`config.mk`:
```
export PLATFORM = sky130hd
export DESIGN_NAME = frame_output_buffer_flat
export DESIGN_NICKNAME = d
export VERILOG_FILES = /design/src/rtl/frame_buffer_pkg.sv /design/src/rtl/frame_output_buffer_if.sv /design/src/rtl/sync_fifo_fwft.sv /design/src/rtl/frame_output_buffer.sv /design/src/flat_wrapper.sv
export SDC_FILE = /design/constraint.sdc
export NUM_CORES = 1
export LEC_CHECK = 0
export CORE_MARGIN = 2
export CORE_UTILIZATION = 55
export CTS_CLUSTER_SIZE = 20
export DETAILED_ROUTE_END_ITERATION = 12
export GPL_TIMING_DRIVEN = 0
export PLACE_DENSITY = 0.77
export SLEW_MARGIN = 20
export SYNTH_ARGS = -nofsm -noshare
export SYNTH_HDL_FRONTEND = slang
export SYNTH_SLANG_ARGS = --single-unit
```
`constraint.sdc`:
```
create_clock -name aclk -period 3.5 [get_ports aclk]
set_clock_uncertainty 0.2 [all_clocks]
set_input_delay 0.525 -clock aclk [delete_from_list [all_inputs] [get_ports aclk]]
set_output_delay 0.525 -clock aclk [all_outputs]
set_load 0.02 [all_outputs]
```
`src/rtl/frame_buffer_pkg.sv`:
```
// Shared types and defaults for the frame output buffer: storage word layout,
// frame checker states and the upstream-ready slack rule.
package frame_buffer_pkg;

    localparam int unsigned FrameDataW   = 16;
    localparam int unsigned DefaultSlack = 18;

    typedef struct packed {
        logic                  start;
        logic                  last;
        logic [FrameDataW-1:0] data;
    } frame_word_t;

    typedef enum logic [0:0] {StIdle, StInFrame} frame_state_t;

    // Upstream may keep streaming only while more than `slack` entries stay free.
    function automatic logic ready_from_level(input int unsigned depth,
                                              input int unsigned slack,
                                              input int unsigned lvl);
        return (depth - lvl) > slack;
    endfunction

endpackage

```
`src/rtl/frame_output_buffer_if.sv`:
```
// Framed valid/ready stream with start/last markers; master drives the word.
interface frame_output_buffer_if
    import frame_buffer_pkg::*;
#(
    parameter int unsigned DATA_W = FrameDataW
) ();

    logic [DATA_W-1:0] data;
    logic              valid;
    logic              start;
    logic              last;
    logic              ready;

    modport master (output data, valid, start, last, input ready);
    modport slave  (input data, valid, start, last, output ready);

endinterface

```
`src/rtl/sync_fifo_fwft.sv`:
```
// First-word-fall-through FIFO with separate occupancy counter; a write while
// full is accepted only if a pop happens in the same cycle, otherwise dropped.
module sync_fifo_fwft #(
    parameter int unsigned WIDTH = 18,
    parameter int unsigned DEPTH = 32
) (
    input  logic                     aclk,
    input  logic                     aresetn,
    input  logic                     wr_valid,
    input  logic [WIDTH-1:0]         wr_data,
    input  logic                     rd_ready,
    output logic [WIDTH-1:0]         rd_data,
    output logic                     rd_valid,
    output logic                     dropped,
    output logic [$clog2(DEPTH):0]   level,
    output logic [$clog2(DEPTH):0]   level_next
);

    localparam int unsigned AW = $clog2(DEPTH);
    localparam int unsigned LW = AW + 1;

    logic [WIDTH-1:0] mem [DEPTH];
    logic [AW-1:0]    wr_ptr_q, rd_ptr_q;
    logic [LW-1:0]    level_q, level_d;
    logic             full, push, pop;

    assign rd_valid = (level_q != '0);
    assign full     = (level_q == LW'(DEPTH));
    assign pop      = rd_valid && rd_ready;
    assign push     = wr_valid && (!full || pop);
    assign dropped  = wr_valid && !push;

    always_comb begin
        level_d = level_q;
        unique case ({push, pop})
            2'b10:   level_d = level_q + LW'(1);
            2'b01:   level_d = level_q - LW'(1);
            default: level_d = level_q;
        endcase
    end

    always_ff @(posedge aclk or negedge aresetn) begin
        if (!aresetn) begin
            wr_ptr_q <= '0;
            rd_ptr_q <= '0;
            level_q  <= '0;
        end else begin
            if (push) wr_ptr_q <= wr_ptr_q + AW'(1);
            if (pop)  rd_ptr_q <= rd_ptr_q + AW'(1);
            level_q <= level_d;
        end
    end

    // Storage is deliberately not reset.
    always_ff @(posedge aclk) begin
        if (push) mem[wr_ptr_q] <= wr_data;
    end

    assign rd_data    = mem[rd_ptr_q];
    assign level      = level_q;
    assign level_next = level_d;

endmodule

```
`src/rtl/frame_output_buffer.sv`:
```
// Buffers the divider's unthrottled framed stream, drives a backpressured output,
// flags overflow and counts delivered frames. Framing checker: FRAME_OUTPUT_BUFFER_CHECK_EN.
module frame_output_buffer
    import frame_buffer_pkg::*;
#(
    parameter int unsigned DATA_W = FrameDataW,
    parameter int unsigned DEPTH  = 32,
    parameter int unsigned SLACK  = DefaultSlack
) (
    input  logic                   aclk,
    input  logic                   aresetn,
    frame_output_buffer_if.slave   s,
    frame_output_buffer_if.master  m,
    output logic [$clog2(DEPTH):0] level,
    output logic                   overflow,
    output logic                   frame_err,
    output logic [15:0]            frame_count
);

    localparam int unsigned WordW = DATA_W + 2;

    logic [WordW-1:0]        rd_word;
    logic [$clog2(DEPTH):0]  level_next;
    logic                    dropped, pop;
    logic                    s_ready_q, overflow_q;
    logic [15:0]             frame_count_q;

    sync_fifo_fwft #(
        .WIDTH (WordW),
        .DEPTH (DEPTH)
    ) u_fifo (
        .aclk       (aclk),
        .aresetn    (aresetn),
        .wr_valid   (s.valid),
        .wr_data    ({s.start, s.last, s.data}),
        .rd_ready   (m.ready),
        .rd_data    (rd_word),
        .rd_valid   (m.valid),
        .dropped    (dropped),
        .level      (level),
        .level_next (level_next)
    );

    assign m.start = rd_word[WordW-1];
    assign m.last  = rd_word[WordW-2];
    assign m.data  = rd_word[DATA_W-1:0];
    assign pop     = m.valid && m.ready;

    always_ff @(posedge aclk or negedge aresetn) begin
        if (!aresetn) begin
            s_ready_q     <= 1'b0;
            overflow_q    <= 1'b0;
            frame_count_q <= '0;
        end else begin
            s_ready_q <= ready_from_level(DEPTH, SLACK, 32'(level_next));
            if (dropped)          overflow_q    <= 1'b1;
            if (pop && m.last)    frame_count_q <= frame_count_q + 16'd1;
        end
    end

    assign s.ready     = s_ready_q;
    assign overflow    = overflow_q;
    assign frame_count = frame_count_q;

`ifdef FRAME_OUTPUT_BUFFER_CHECK_EN
    frame_state_t state_q, state_d;
    logic         err_set, frame_err_q;

    always_ff @(posedge aclk or negedge aresetn) begin
        if (!aresetn) state_q <= StIdle;
        else          state_q <= state_d;
    end

    // Dropped words are still checked: framing is a property of the input stream.
    always_comb begin
        state_d = state_q;
        if (s.valid) begin
            unique case (state_q)
                StIdle:    if (s.start && !s.last) state_d = StInFrame;
                StInFrame: if (s.last && !s.start) state_d = StIdle;
                default:   state_d = StIdle;
            endcase
        end
    end

    always_comb begin
        err_set = 1'b0;
        if (s.valid) begin
            unique case (state_q)
                StIdle:    err_set = !s.start;
                StInFrame: err_set = s.start;
                default:   err_set = 1'b0;
            endcase
        end
    end

    always_ff @(posedge aclk or negedge aresetn) begin
        if (!aresetn)     frame_err_q <= 1'b0;
        else if (err_set) frame_err_q <= 1'b1;
    end

    assign frame_err = frame_err_q;
`else
    assign frame_err = 1'b0;
`endif

endmodule

```
`src/flat_wrapper.sv`:
```
// flat-port wrapper written by rule: the top's interface ports become plain ports
module frame_output_buffer_flat import frame_buffer_pkg::*;
#(
    parameter int unsigned DATA_W = FrameDataW,
    parameter int unsigned DEPTH  = 32,
    parameter int unsigned SLACK  = DefaultSlack
)
  (aclk, aresetn, level, overflow, frame_err, frame_count, s_data, s_valid, s_start, s_last, s_ready, m_data, m_valid, m_start, m_last, m_ready);
  frame_output_buffer_if #(.DATA_W(DATA_W)) s_i ();
  frame_output_buffer_if #(.DATA_W(DATA_W)) m_i ();
  input  logic aclk;
  input  logic aresetn;
  output logic [$clog2(DEPTH):0] level;
  output logic overflow;
  output logic frame_err;
  output logic [15:0] frame_count;
  input wire logic [$bits(s_i.data)-1:0] s_data;
  input wire logic [$bits(s_i.valid)-1:0] s_valid;
  input wire logic [$bits(s_i.start)-1:0] s_start;
  input wire logic [$bits(s_i.last)-1:0] s_last;
  output wire logic [$bits(s_i.ready)-1:0] s_ready;
  output wire logic [$bits(m_i.data)-1:0] m_data;
  output wire logic [$bits(m_i.valid)-1:0] m_valid;
  output wire logic [$bits(m_i.start)-1:0] m_start;
  output wire logic [$bits(m_i.last)-1:0] m_last;
  input wire logic [$bits(m_i.ready)-1:0] m_ready;
  assign s_i.data = s_data;
  assign s_i.valid = s_valid;
  assign s_i.start = s_start;
  assign s_i.last = s_last;
  assign s_ready = s_i.ready;
  assign m_data = m_i.data;
  assign m_valid = m_i.valid;
  assign m_start = m_i.start;
  assign m_last = m_i.last;
  assign m_i.ready = m_ready;
  frame_output_buffer #(.DATA_W(DATA_W), .DEPTH(DEPTH), .SLACK(SLACK)) u_core (.aclk(aclk), .aresetn(aresetn), .s(s_i), .m(m_i), .level(level), .overflow(overflow), .frame_err(frame_err), .frame_count(frame_count));
endmodule
```
Yosys cells after proc, flatten, opt, wreduce, memory -nomap -nowiden:

Memories as Yosys holds them, arrays and structs flattened.
Index checks and enable logic that the tools add are counted.

* equal/unequal tests: 3
* div/mod/pow operators: 0
* $add $sub $neg: 6
* bitwise gates (word level): 0
* multiplexer cells: 3
* multiply operators: 0
* magnitude comparators: 1
* reduce and logical (&&, ||, !) cells: 8
* shift operators: 0

Operators with widths (number)
* 32-bit by 5-bit greater-than comparator with 1-bit output, second input constant: 1
* 16-bit by 1-bit adder with 16-bit output, second input constant: 1
* 6-bit case mux with 2 select lines: 1
* 5-bit by 1-bit adder with 5-bit output, second input constant: 2
* 6-bit by 6-bit subtractor with 7-bit output, first input constant: 1
* 6-bit by 1-bit adder with 6-bit output, second input constant: 1
* 6-bit == test, second input constant: 1
* 6-bit nonzero test: 1
* 6-bit by 1-bit subtractor with 6-bit output, second input constant: 1
* 1-bit logical AND: 4
* 2-bit by 1-bit == test with 1-bit output, second input constant: 1
* 2-bit == test, second input constant: 1
* 1-bit logical NOT: 2
* 1-bit 2-to-1 mux: 2
* 1-bit logical OR: 1

* memories kept: 1
* output and inout port bits: 44
* bits in read-only memories: 0
* flip-flop bits (word level): 34
* memory bits (writable): 576
* logic and storage cells: 28
* latch bits: 0

Memory list
* u_core.u_fifo.mem: depth 32, width 18, rd ports 1, clocked after memory_dff 0, wr ports 1, RTL line sync_fifo_fwft.sv:22 `logic [WIDTH-1:0] mem [DEPTH];`

Logic depth before layout (Yosys ltp):

Gate-level depths: netlist of run 1.

* word-level depth: 8
* depth in mapped cells: 12
* mapped depth without buffers: 12

Cells and area by module:

A second synthesis of run 1 with hierarchy kept.

* cells, all modules: 1161
* area, all modules: 23877.9 µm²

By module, submodules not included
* sync_fifo_fwft: area each 22994.6 µm², cells each 1083, sequential area each 17697.0 µm², instances 1
* frame_output_buffer: area each 883.3 µm², cells each 78, sequential area each 450.4 µm², instances 1

Worst setup path after synthesis of run 1:

No wires, ideal clock.

* kind: flip-flop to output port
* from: reg u_core.u_fifo.rd_ptr_q[0]
* to: out m_data[0]
* data arrival time: 2.757 ns
* setup slack: 0.018 ns
* cell stages (with the launch flop): 7
* required time: 2.775 ns
* buffers on the path: 3
* cells stage by stage: dfrtp_1 -> buf_4 -> buf_2 -> buf_1 -> mux4_2 -> mux4_2 -> mux2_2

* word-level cells in the longest chain between the ends: 1

RTL lines
* start, declared: RTL line sync_fifo_fwft.sv:23 `logic [AW-1:0] wr_ptr_q, rd_ptr_q;`
* start signal, assigned: RTL line sync_fifo_fwft.sv:49 `if (pop) rd_ptr_q <= rd_ptr_q + AW'(1);`
* memory 32 x 18 bit
* end, declared: RTL line flat_wrapper.sv:22 `output wire logic [$bits(m_i.data)-1:0] m_data;`

No other way between the ends.

Worst setup path after layout of run 1:

* from: reg u_core.u_fifo.rd_ptr_q[1]
* to: out m_data[7]

The elaborated chain is that of the path after synthesis.

==> out/qor.csv, run 1 <==
metric;value;unit
Syn-to-layout area delta;19.7;%
number of CTS-inserted buffers;58;
Crit. End Element;primary output;
worst min-delay path class;input port to asynchronous set/reset pin;
CTS tree;done;
asr flop ratio synth;5.57;%
Placed Area;25400;um^2
Req. time, crit path;2.77;ns
Tightest Pin Transition;1.15;ns
leakage power;9.30;nW
Final Critical Period;3.87;ns
IO buf count;64;
largest cells by area after synthesis;edfxtp_1 (73%), mux4_2 (17%), dfrtp_1 (3.6%);
Initial DRC Count;1720;
Via-to-Cell Ratio;6.53;
startpoint class of the critical path;flop;
sequential share of the synthesized area;76.3;%
Final setup viols;18;
Starting Density;55.4;%
Final Net Count;1252;
Synth Flop Type;edfxtp_1;
crit share post-route;110;%
max-slew violations;0;
status;complete, but fails checks;
Synth Area in Compound Gates;0.774;%
unrepaired setup endpoints after global routing;true;
average routed wire per standard cell;32.2;um
GP Congestion;0.811;
DR DRC count;0;
total track usage;27.0;%
pwr dens;863;nW/um^2
EDFF count, synth;576;
layout cells sized above 1;35.6;%
post-synthesis mux area share;18.1;%
die footprint;44900;um^2
total gr overflow;0;
clk buf depth;3;
Gate Count Post-Synth;1044;
final std cells w/o fill;1852;
Data arrival, critical path;3.14;ns
vias in the first global route;12200;
area leader, netlist;edfxtp_1;
Synth Area in XOR/XNOR;0.958;%
fin worst setup slack;-0.366;ns
yosys warns;0;
total power;0.0245;W
DP Wirelength;30000;um
die height;212;um
first-pass GRT wire length;84300;um
list of most frequent post-synthesis cells;edfxtp_1 (576), mux4_2 (180), nor2_1 (46), dfrtp_1 (34), clkbuf_1 (28);
Ports;66;
Syn Std Cell Area;23800;um^2
Cell variety after synth;47;
CTS Sinks;610;
initial antenna violation count;1;
post-synth net total;1079;
failing checks;negative setup slack;
clk_lat worst skew;0.61;ns
Synth Area in Simple Gates;1.93;%
post-route setup TNS;-5.38;ns
DR pass1 iterations;5;
Peak VDD IR;0.000768;V
drt total wl;59700;um
Synth Register Bits;610;
CTS root buf;clkbuf_16;
final hold violations;0;
Rows;76;
Reg clk slew, reported paths;0.07;ns
count leader, synth;edfxtp_1;
Max Freq;259;MHz
Die Wd;212;um
Core ar.;42900;um^2
Setup CP Type;flop to primary output;
Avg Synthesized Cell Area;22.8;um^2
Max-slew headroom;22.8;%
DR vias;12100;
top-area cell type share of the netlist area;72.8;%
main combinational cell family by area after synthesis;multiplexers;
pin count of the biggest net entering global routing;33;
htree depth;2;
Crit Path Max Fanout;10;
Finished Cell Area;28400;um^2
number of max-cap violations;0;
Placed Cells;1697;
Adder-Cell Fraction of Synth Area;0.716;%
ANT nets after route;0;
## cell type report
type                       count  area, um^2
buffer                        47         644
inverter                      15        56.3
clock inverter                40         380
fill                        2556       14400
sequential                   610       18100
multi-input combinational    369        5670
tap                          585         732
antenna                        1        2.50
timing repair buffer         116        1300
clock buffer                  69        1510
## worst max-delay path: stages, from the launching register on
cell	delay, ns
dfrtp_1	0.42
clkbuf_8	0.24
clkbuf_8	0.23
clkbuf_8	0.23
mux4_2	0.35
mux4_2	0.57
mux2_4	0.34
buf_6	0.14
## kinds of logic after synthesis
logic type      Yosys count
compound gates           26
xor+xnor                 26
fa+ha+maj                13
buf+inv                  65
flops                   610
mux                     203
other cells               1
simple gates            100
## sequential cells by signal, indices dropped and copies added, names as in the netlist
| signal | count |
|---|---|
| u_core.u_fifo.mem | 576 |
| u_core.u_fifo.level | 6 |
| u_core.overflow | 1 |
| u_core.s.ready | 1 |
| u_core.u_fifo.wr_ptr_q | 5 |
| u_core.frame_count | 16 |
| u_core.u_fifo.rd_ptr_q | 5 |
## per-stage QoR
step	hold slack, ns	worst slack [ns]	util [%]
4_1_cts	0.183	-0.309	65.9
6_report	0.203	-0.366	66.3
5_1_grt	0.220	-0.370	66.3
2_1_floorplan	0.0294	0.0181	-
3_5_place_dp	0.264	-1.30	59.3
3_3_place_gp	0.244	-1.24	58.6
## power breakdown
group | internal [W] | total (W) | switching, W
logic | 0.00477 | 0.00939 | 0.00463
clock network | 0.00354 | 0.00629 | 0.00275
registers | 0.00855 | 0.00885 | 0.000308
total | 0.0169 | 0.0245 | 0.00769
## cells in the final DEF, fill, tap and decap left out, types with 6 or more instances in the layout
| master | Yosys | layout |
|---|---|---|
| ha_1 | 12 | 12 |
| buf_12 | 0 | 15 |
| buf_4 | 2 | 29 |
| buf_16 | 0 | 7 |
| dfrtp_1 | 34 | 34 |
| buf_8 | 0 | 7 |
| clkinv_2 | 0 | 12 |
| nor2_4 | 0 | 31 |
| bufinv_16 | 0 | 6 |
| nand4_1 | 8 | 8 |
| inv_1 | 15 | 15 |
| mux2_4 | 0 | 15 |
| clkinv_1 | 0 | 14 |
| buf_2 | 6 | 17 |
| clkdlybuf4s50_1 | 0 | 33 |
| mux4_2 | 180 | 180 |
| nand2_1 | 23 | 19 |
| clkbuf_8 | 0 | 13 |
| nor2_1 | 46 | 14 |
| buf_6 | 1 | 21 |
| mux2_2 | 21 | 6 |
| clkbuf_1 | 28 | 15 |
| edfxtp_1 | 576 | 576 |
| clkbuf_16 | 0 | 67 |
| xor2_1 | 6 | 6 |
| xnor2_1 | 20 | 20 |
## final timing paths
kind	start	endpoint	slack, ns	cells past startpoint
min in group aclk	s_data[11]	u_core.u_fifo.mem[15][11]$_DFFE_PP_	0.24	1
worst min register to register	u_core.frame_count[15]$_DFFE_PN0P_	u_core.frame_count[15]$_DFFE_PN0P_	0.27	1
worst max-delay path	u_core.u_fifo.rd_ptr_q[1]$_DFFE_PN0N_	m_data[7]	-0.37	7
worst max register to register	u_core.u_fifo.rd_ptr_q[0]$_DFFE_PN0N_	u_core.frame_count[9]$_DFFE_PN0P_	0.16	13
max in group asynchronous	aresetn	u_core.frame_count[1]$_DFFE_PN0P_	2.45	3
worst min-delay path	aresetn	u_core.frame_count[3]$_DFFE_PN0P_	0.20	2
## per-layer routing
metal  track usage, %  up-vias  wire [um]
met1             35.5     6314      21800
met2             44.6      866      29800
met5                0        -          0
met4             12.4        0       2720
met3             4.95      159       5410
li1                 -     4753          -
## timing repair
item / in CTS / in global routing
cloned: 9 / 6
resized for setup: 287 / 22
setup endpoints to repair: 162 / 48
endpoints found under the hold margin: 34 / 0
setup buffers: 23 / 13
hold buffers: 1 / 0
pin swaps: 0 / 1
Power figures use the tool's default switching activity.
==> inputs of run 2 (changes only) <==
--- a/config.mk
+++ b/config.mk
@@ -7,7 +7,7 @@
 export LEC_CHECK = 0
 export CORE_MARGIN = 2
 export CORE_UTILIZATION = 55
-export CTS_CLUSTER_SIZE = 20
+export CTS_CLUSTER_SIZE = 24
 export DETAILED_ROUTE_END_ITERATION = 12
 export GPL_TIMING_DRIVEN = 0
 export PLACE_DENSITY = 0.77
==> out/qor.csv, run 2 (synthesis gave the netlist of run 1 again) <==
metric;value;unit;change
Ports;66;;unchanged
CP Cell Sequence;buf_12, clkbuf_16, buf_16, mux4_2, mux4_2, mux2_4, buf_6;;
worst slack, placed;-1.30;ns;unchanged
clk_lat worst skew;0.61;ns;about the same
number of max-cap violations;0;;unchanged
first-pass GRT wire length;82600;um;-2.0%
DR DRC count;0;;unchanged
Reg clk slew, reported paths;0.07;ns;about the same
most frequent CP cell;mux4_2;;
startpoint class of the critical path;flop;;
antenna cells;0;;-1
crit share post-route;110;%;about the same
pwr dens;863;nW/um^2;about the same
die height;212;um;unchanged
fin worst setup slack;-0.364;ns;+0.00182 ns
IO buf count;64;;unchanged
crit path buf inv count;4;;unchanged
Crit path max-delay family;multiplexers;;
worst min-delay path class;input port to asynchronous set/reset pin;;
ANT nets after route;0;;unchanged
initial antenna violation count;0;;-1
drt total wl;59900;um;+0.25%
Final Critical Period;3.86;ns;-0.00182 ns
slowest stage cell, crit path;mux4_2;;
Worst path max stage delay;0.61;ns;+0.04 ns
Core ar.;42900;um^2;unchanged
Syn-to-layout area delta;19.0;%;
final std cells w/o fill;1831;;-1.1%
Tightest Pin Transition;1.14;ns;-0.0125 ns
total gr overflow;0;;unchanged
CTS Sinks;610;;unchanged
htree depth;2;;unchanged
Via-to-Cell Ratio;6.51;;-0.34%
leakage power;9.20;nW;-1.1%
CTS tree;done;;
Setup CP Type;flop to primary output;;
Placed Cells;1697;;unchanged
Register-to-Register Setup Slack;0.22;ns;+0.06 ns
DR vias;11900;;-1.5%
Die Wd;212;um;unchanged
average routed wire per standard cell;32.7;um;+1.4%
final hold slack;0.203;ns;+0.000618 ns
DR pass1 iterations;5;;unchanged
die footprint;44900;um^2;unchanged
final hold violations;0;;unchanged
clk buf depth;3;;unchanged
commonest cells after routing, fill and taps aside;edfxtp_1 (576), mux4_2 (180), clkbuf_16 (69);;
Data arrival, critical path;3.14;ns;about the same
unrepaired setup endpoints after global routing;true;;
GP Congestion;0.811;;unchanged
capture point of the worst path;m_data[6];;
worst r2r src;u_core.u_fifo.level[1]$_DFF_PN0_;;
vias in the first global route;12100;;-0.82%
Final setup viols;18;;unchanged
number of CTS-inserted buffers;58;;unchanged
CTS root buf;clkbuf_16;;
Crit. End Element;primary output;;
DP Wirelength;30000;um;unchanged
pin count of the biggest net entering global routing;33;;unchanged
Initial DRC Count;1799;;+4.6%
total track usage;26.4;%;-0.65 points
Crit. Startpoint;u_core.u_fifo.rd_ptr_q[0]$_DFFE_PN0N_;;
worst reg2reg path depth;7;;-6
Max-slew headroom;23.6;%;+0.84 points
commonest non-fill, non-tap cell in the layout;edfxtp_1;;
Rows;76;;unchanged
status;complete, but fails checks;;
max-slew violations;0;;unchanged
Crit Path Max Fanout;7;;-3
Starting Density;55.4;%;unchanged
failing checks;negative setup slack;;
FF-to-FF End;u_core.u_fifo.mem[19][10]$_DFFE_PP_;;
Largest Register;u_core.u_fifo.mem;;
total power;0.0244;W;-0.51%
Peak VDD IR;0.000758;V;-1.3%
Final Net Count;1232;;-1.6%
layout cells sized above 1;34.3;%;-1.3 points
Max Freq;259;MHz;about the same
critical path depth in cells;7;;unchanged
Req. time, crit path;2.77;ns;about the same
max reg flops;576;;unchanged
run 2: changes by cell type in the layout (fill, tap and decap cells not counted), moves of 3 or more:
| cell | change |
|---|---|
| buf_4 | -19 |
| buf_12 | -8 |
| buf_16 | +5 |
| buf_8 | -3 |
| clkbuf_1 | +3 |
| mux2_2 | +3 |
| mux2_4 | -3 |
run 2: repair_timing:
action | in CTS | in global routing
hold endpoints to repair | 34 | 0
pin swaps | 0 | 1
hold buffers | 1 | 0
setup buffers | 10 | 4
gates cloned | 5 | 9
endpoints found under the setup margin | 162 | 46
gates resized for setup | 275 | 28
run 2: worst min path at each step:
| stage | from | to | cells past startpoint |
|---|---|---|---|
| floorplan | aresetn | u_core.frame_count[0]$_DFFE_PN0P_ | 0 |
| global placement | u_core.overflow$_DFFE_PN0P_ | u_core.overflow$_DFFE_PN0P_ | 1 |
| detailed placement | u_core.overflow$_DFFE_PN0P_ | u_core.overflow$_DFFE_PN0P_ | 1 |
| CTS | aresetn | u_core.overflow$_DFFE_PN0P_ | 2 |
| global route | aresetn | u_core.frame_count[3]$_DFFE_PN0P_ | 2 |
| finish | aresetn | u_core.overflow$_DFFE_PN0P_ | 2 |
run 2: routing by layer:
layer	vias to the layer above	global-route usage [%]	wire length (um)
met3	130	4.72	4960
met4	0	10.2	2210
met5	-	0	0
met1	6274	35.1	22100
met2	809	44.0	30600
li1	4701	-	-
run 2: area by class of cell:
type                       count  area [um^2]
inverter                      15         56.3
buffer                        49          713
tap                          585          732
clock inverter                37          403
fill                        2588        14600
multi-input combinational    369         5660
clock buffer                  72         1520
sequential                   610        18100
timing repair buffer          94         1060
run 2: through the flow:
step	utilization, %	area, um^2	TNS [ns]
after global placement	58.6	25100	-434.61
after global routing	66.0	28300	-5.87
after floorplan	-	23800	0
after detailed placement	59.3	25400	-102.64
after CTS	65.5	28100	-4.80
final	66.0	28300	-5.57
run 2: report_power, final:
group	internal, W	total [W]	leakage [nW]	switching [W]
Clock	0.00368	0.00644	0.938	0.00275
Sequential	0.00855	0.00882	5.61	0.000273
Combinational	0.00455	0.00916	2.65	0.00461
Total	0.0168	0.0244	9.20	0.00764
==> inputs of run 3 (changes only) <==
==> constraint.sdc (replaced) <==
create_clock -name aclk -period 3.22 [get_ports aclk]
set_clock_uncertainty 0.2 [all_clocks]
set_input_delay 0.483 -clock aclk [delete_from_list [all_inputs] [get_ports aclk]]
set_output_delay 0.483 -clock aclk [all_outputs]
set_load 0.02 [all_outputs]
==> out/qor.csv, run 3 (synthesis gave the netlist of run 1 again) <==
metric;value;unit;change
number of max-cap violations;0;;unchanged
first-pass GRT wire length;81200;um;-1.7%
number of CTS-inserted buffers;57;;-1.7%
final hold violations;0;;unchanged
initial antenna violation count;0;;unchanged
Starting Density;55.4;%;unchanged
max-slew violations;0;;unchanged
Die Wd;212;um;unchanged
worst min-delay path class;input port to asynchronous set/reset pin;;
Syn-to-layout area delta;20.7;%;
Initial DRC Count;1394;;-23%
total gr overflow;0;;unchanged
Core ar.;42900;um^2;unchanged
drt total wl;57900;um;-3.4%
total power;0.0263;W;+7.9%
die height;212;um;unchanged
sequential standard cell area;18100;um^2;about the same
Crit. End Element;primary output;;
Placed Cells;1695;;-0.12%
leakage power;9.36;nW;+1.7%
sw frac;31.1;%;-0.22 points
Final setup viols;18;;unchanged
Ports;66;;unchanged
P_int;0.0182;W;+8.2%
max reg flops;576;;unchanged
DP Wirelength;30000;um;-0.19%
DR vias;11900;;-0.0084%
layout cells sized above 1;36.5;%;+2.2 points
CTS Sinks;610;;unchanged
Fillers;2510;;-3.0%
Peak VDD IR;0.000908;V;+20%
Data arrival, critical path;3.21;ns;+0.07 ns
Reg clk slew, reported paths;0.06;ns;about the same
total track usage;26.0;%;-0.38 points
Worst path max stage delay;0.55;ns;-0.06 ns
combinational share of power;36.9;%;-0.6 points
Final Net Count;1257;;+2.0%
clk buf depth;3;;unchanged
Final Critical Period;3.89;ns;
IO buf count;64;;unchanged
Max-slew headroom;15.5;%;-8.1 points
startpoint class of the critical path;flop;;
CP Cell Sequence;buf_12, clkbuf_16, buf_12, mux4_2, mux4_2, mux2_4, clkdlybuf4s15_2;;
Tightest Pin Transition;1.26;ns;+0.121 ns
commonest non-fill, non-tap cell in the layout;edfxtp_1;;
failing checks;negative setup slack;;
fin worst setup slack;-0.671;ns;-0.307 ns
average routed wire per standard cell;31.2;um;-4.6%
pin count of the biggest net entering global routing;33;;unchanged
Req. time, crit path;2.54;ns;-0.23 ns
crit share post-route;121;%;
pwr dens;918;nW/um^2;+6.3%
sequential share of power;36.4;%;+0.3 points
DR pass1 iterations;7;;+2
commonest cells after routing, fill and taps aside;edfxtp_1 (576), mux4_2 (180), clkbuf_16 (60);;
CTS root buf;clkbuf_16;;
htree depth;2;;unchanged
final std cells w/o fill;1855;;+1.3%
multi-input logic area;5710;um^2;+1.0%
DR DRC count;0;;unchanged
CTS tree;done;;
switching power total;0.00818;W;+7.1%
Max Freq;257;MHz;
Crit Path Max Fanout;10;;+3
ANT nets after route;0;;unchanged
vias in the first global route;12000;;-1.6%
Rows;76;;unchanged
antenna cells;0;;unchanged
Largest Register;u_core.u_fifo.mem;;
Placed Area;25400;um^2;about the same
Finished Cell Area;28700;um^2;+1.4%
Via-to-Cell Ratio;6.42;;-1.3%
Register-to-Register Setup Slack;0;ns;-0.22 ns
slowest stage cell, crit path;mux4_2;;
Setup CP Type;flop to primary output;;
status;complete, but fails checks;;
unrepaired setup endpoints after global routing;true;;
clk_lat worst skew;0.64;ns;+0.03 ns
die footprint;44900;um^2;unchanged
GP Congestion;0.825;;+1.7%
Clk network pwr share;26.7;%;+0.3 points
run 3: worst paths after layout:
path,start,to,cells after the start
min in group aclk,s_data[14],u_core.u_fifo.mem[16][14]$_DFFE_PP_,1
max in group asynchronous,aresetn,u_core.u_fifo.level[2]$_DFF_PN0_,3
setup / recovery,u_core.u_fifo.rd_ptr_q[0]$_DFFE_PN0N_,m_data[7],7
setup reg to reg,u_core.u_fifo.rd_ptr_q[0]$_DFFE_PN0N_,u_core.frame_count[11]$_DFFE_PN0P_,11
hold / removal,aresetn,u_core.frame_count[2]$_DFFE_PN0P_,2
hold reg to reg,u_core.overflow$_DFFE_PN0P_,u_core.overflow$_DFFE_PN0P_,1
run 3: critical path, delay by kind of cell, from the launching register on:
family   cells  cell delay, ns
flops        1            0.43
mux          3            1.38
buf+inv      4            0.77
run 3: cell type report:
type,instances,area share [%]
multi-input cells,369,19.9
well taps,585,2.55
repair buffers,121,5.11
flip-flops and latches,610,63.2
plain buffers,48,2.22
clock inverters,40,1.65
clock buffers,67,5.14
inverters,15,0.196
run 3: through the flow:
stage / setup slack (ns) / TNS, ns / utilization [%] / hold slack, ns
after floorplan: 0.0407 / 0 / - / -0.0126
after global placement: -1.53 / -572.51 / 58.6 / 0.244
after detailed placement: -1.55 / -248.25 / 59.3 / 0.242
after CTS: -0.629 / -11.08 / 66.0 / 0.121
after global routing: -0.702 / -11.68 / 66.9 / 0.189
final: -0.671 / -10.73 / 66.9 / 0.150
run 3: metal layers:
layer | GRT usage [%] | part of all wire (%)
met1 | 34.0 | 36
met5 | 0 | 0
met2 | 43.1 | 52
met4 | 11.4 | 3.8
met3 | 4.97 | 8.3
run 3: power by group through the flow:
stage          Clock, W  Combinational (W)  Sequential [W]
2_1_floorplan         0            0.00511         0.00972
5_1_grt         0.00736             0.0101         0.00961
6_report        0.00704            0.00972         0.00957
4_1_cts         0.00702            0.00919         0.00954
3_5_place_dp          0            0.00807         0.00970
3_3_place_gp          0            0.00775         0.00967
run 3: timing repair:
item / in CTS / in global routing
gates resized for setup: 223 / 37
hold buffers: 1 / 0
cloned: 3 / 0
endpoints found under the setup margin: 227 / 469
setup buffers: 29 / 22
pin swaps: 20 / 17
hold endpoints to repair: 34 / 0
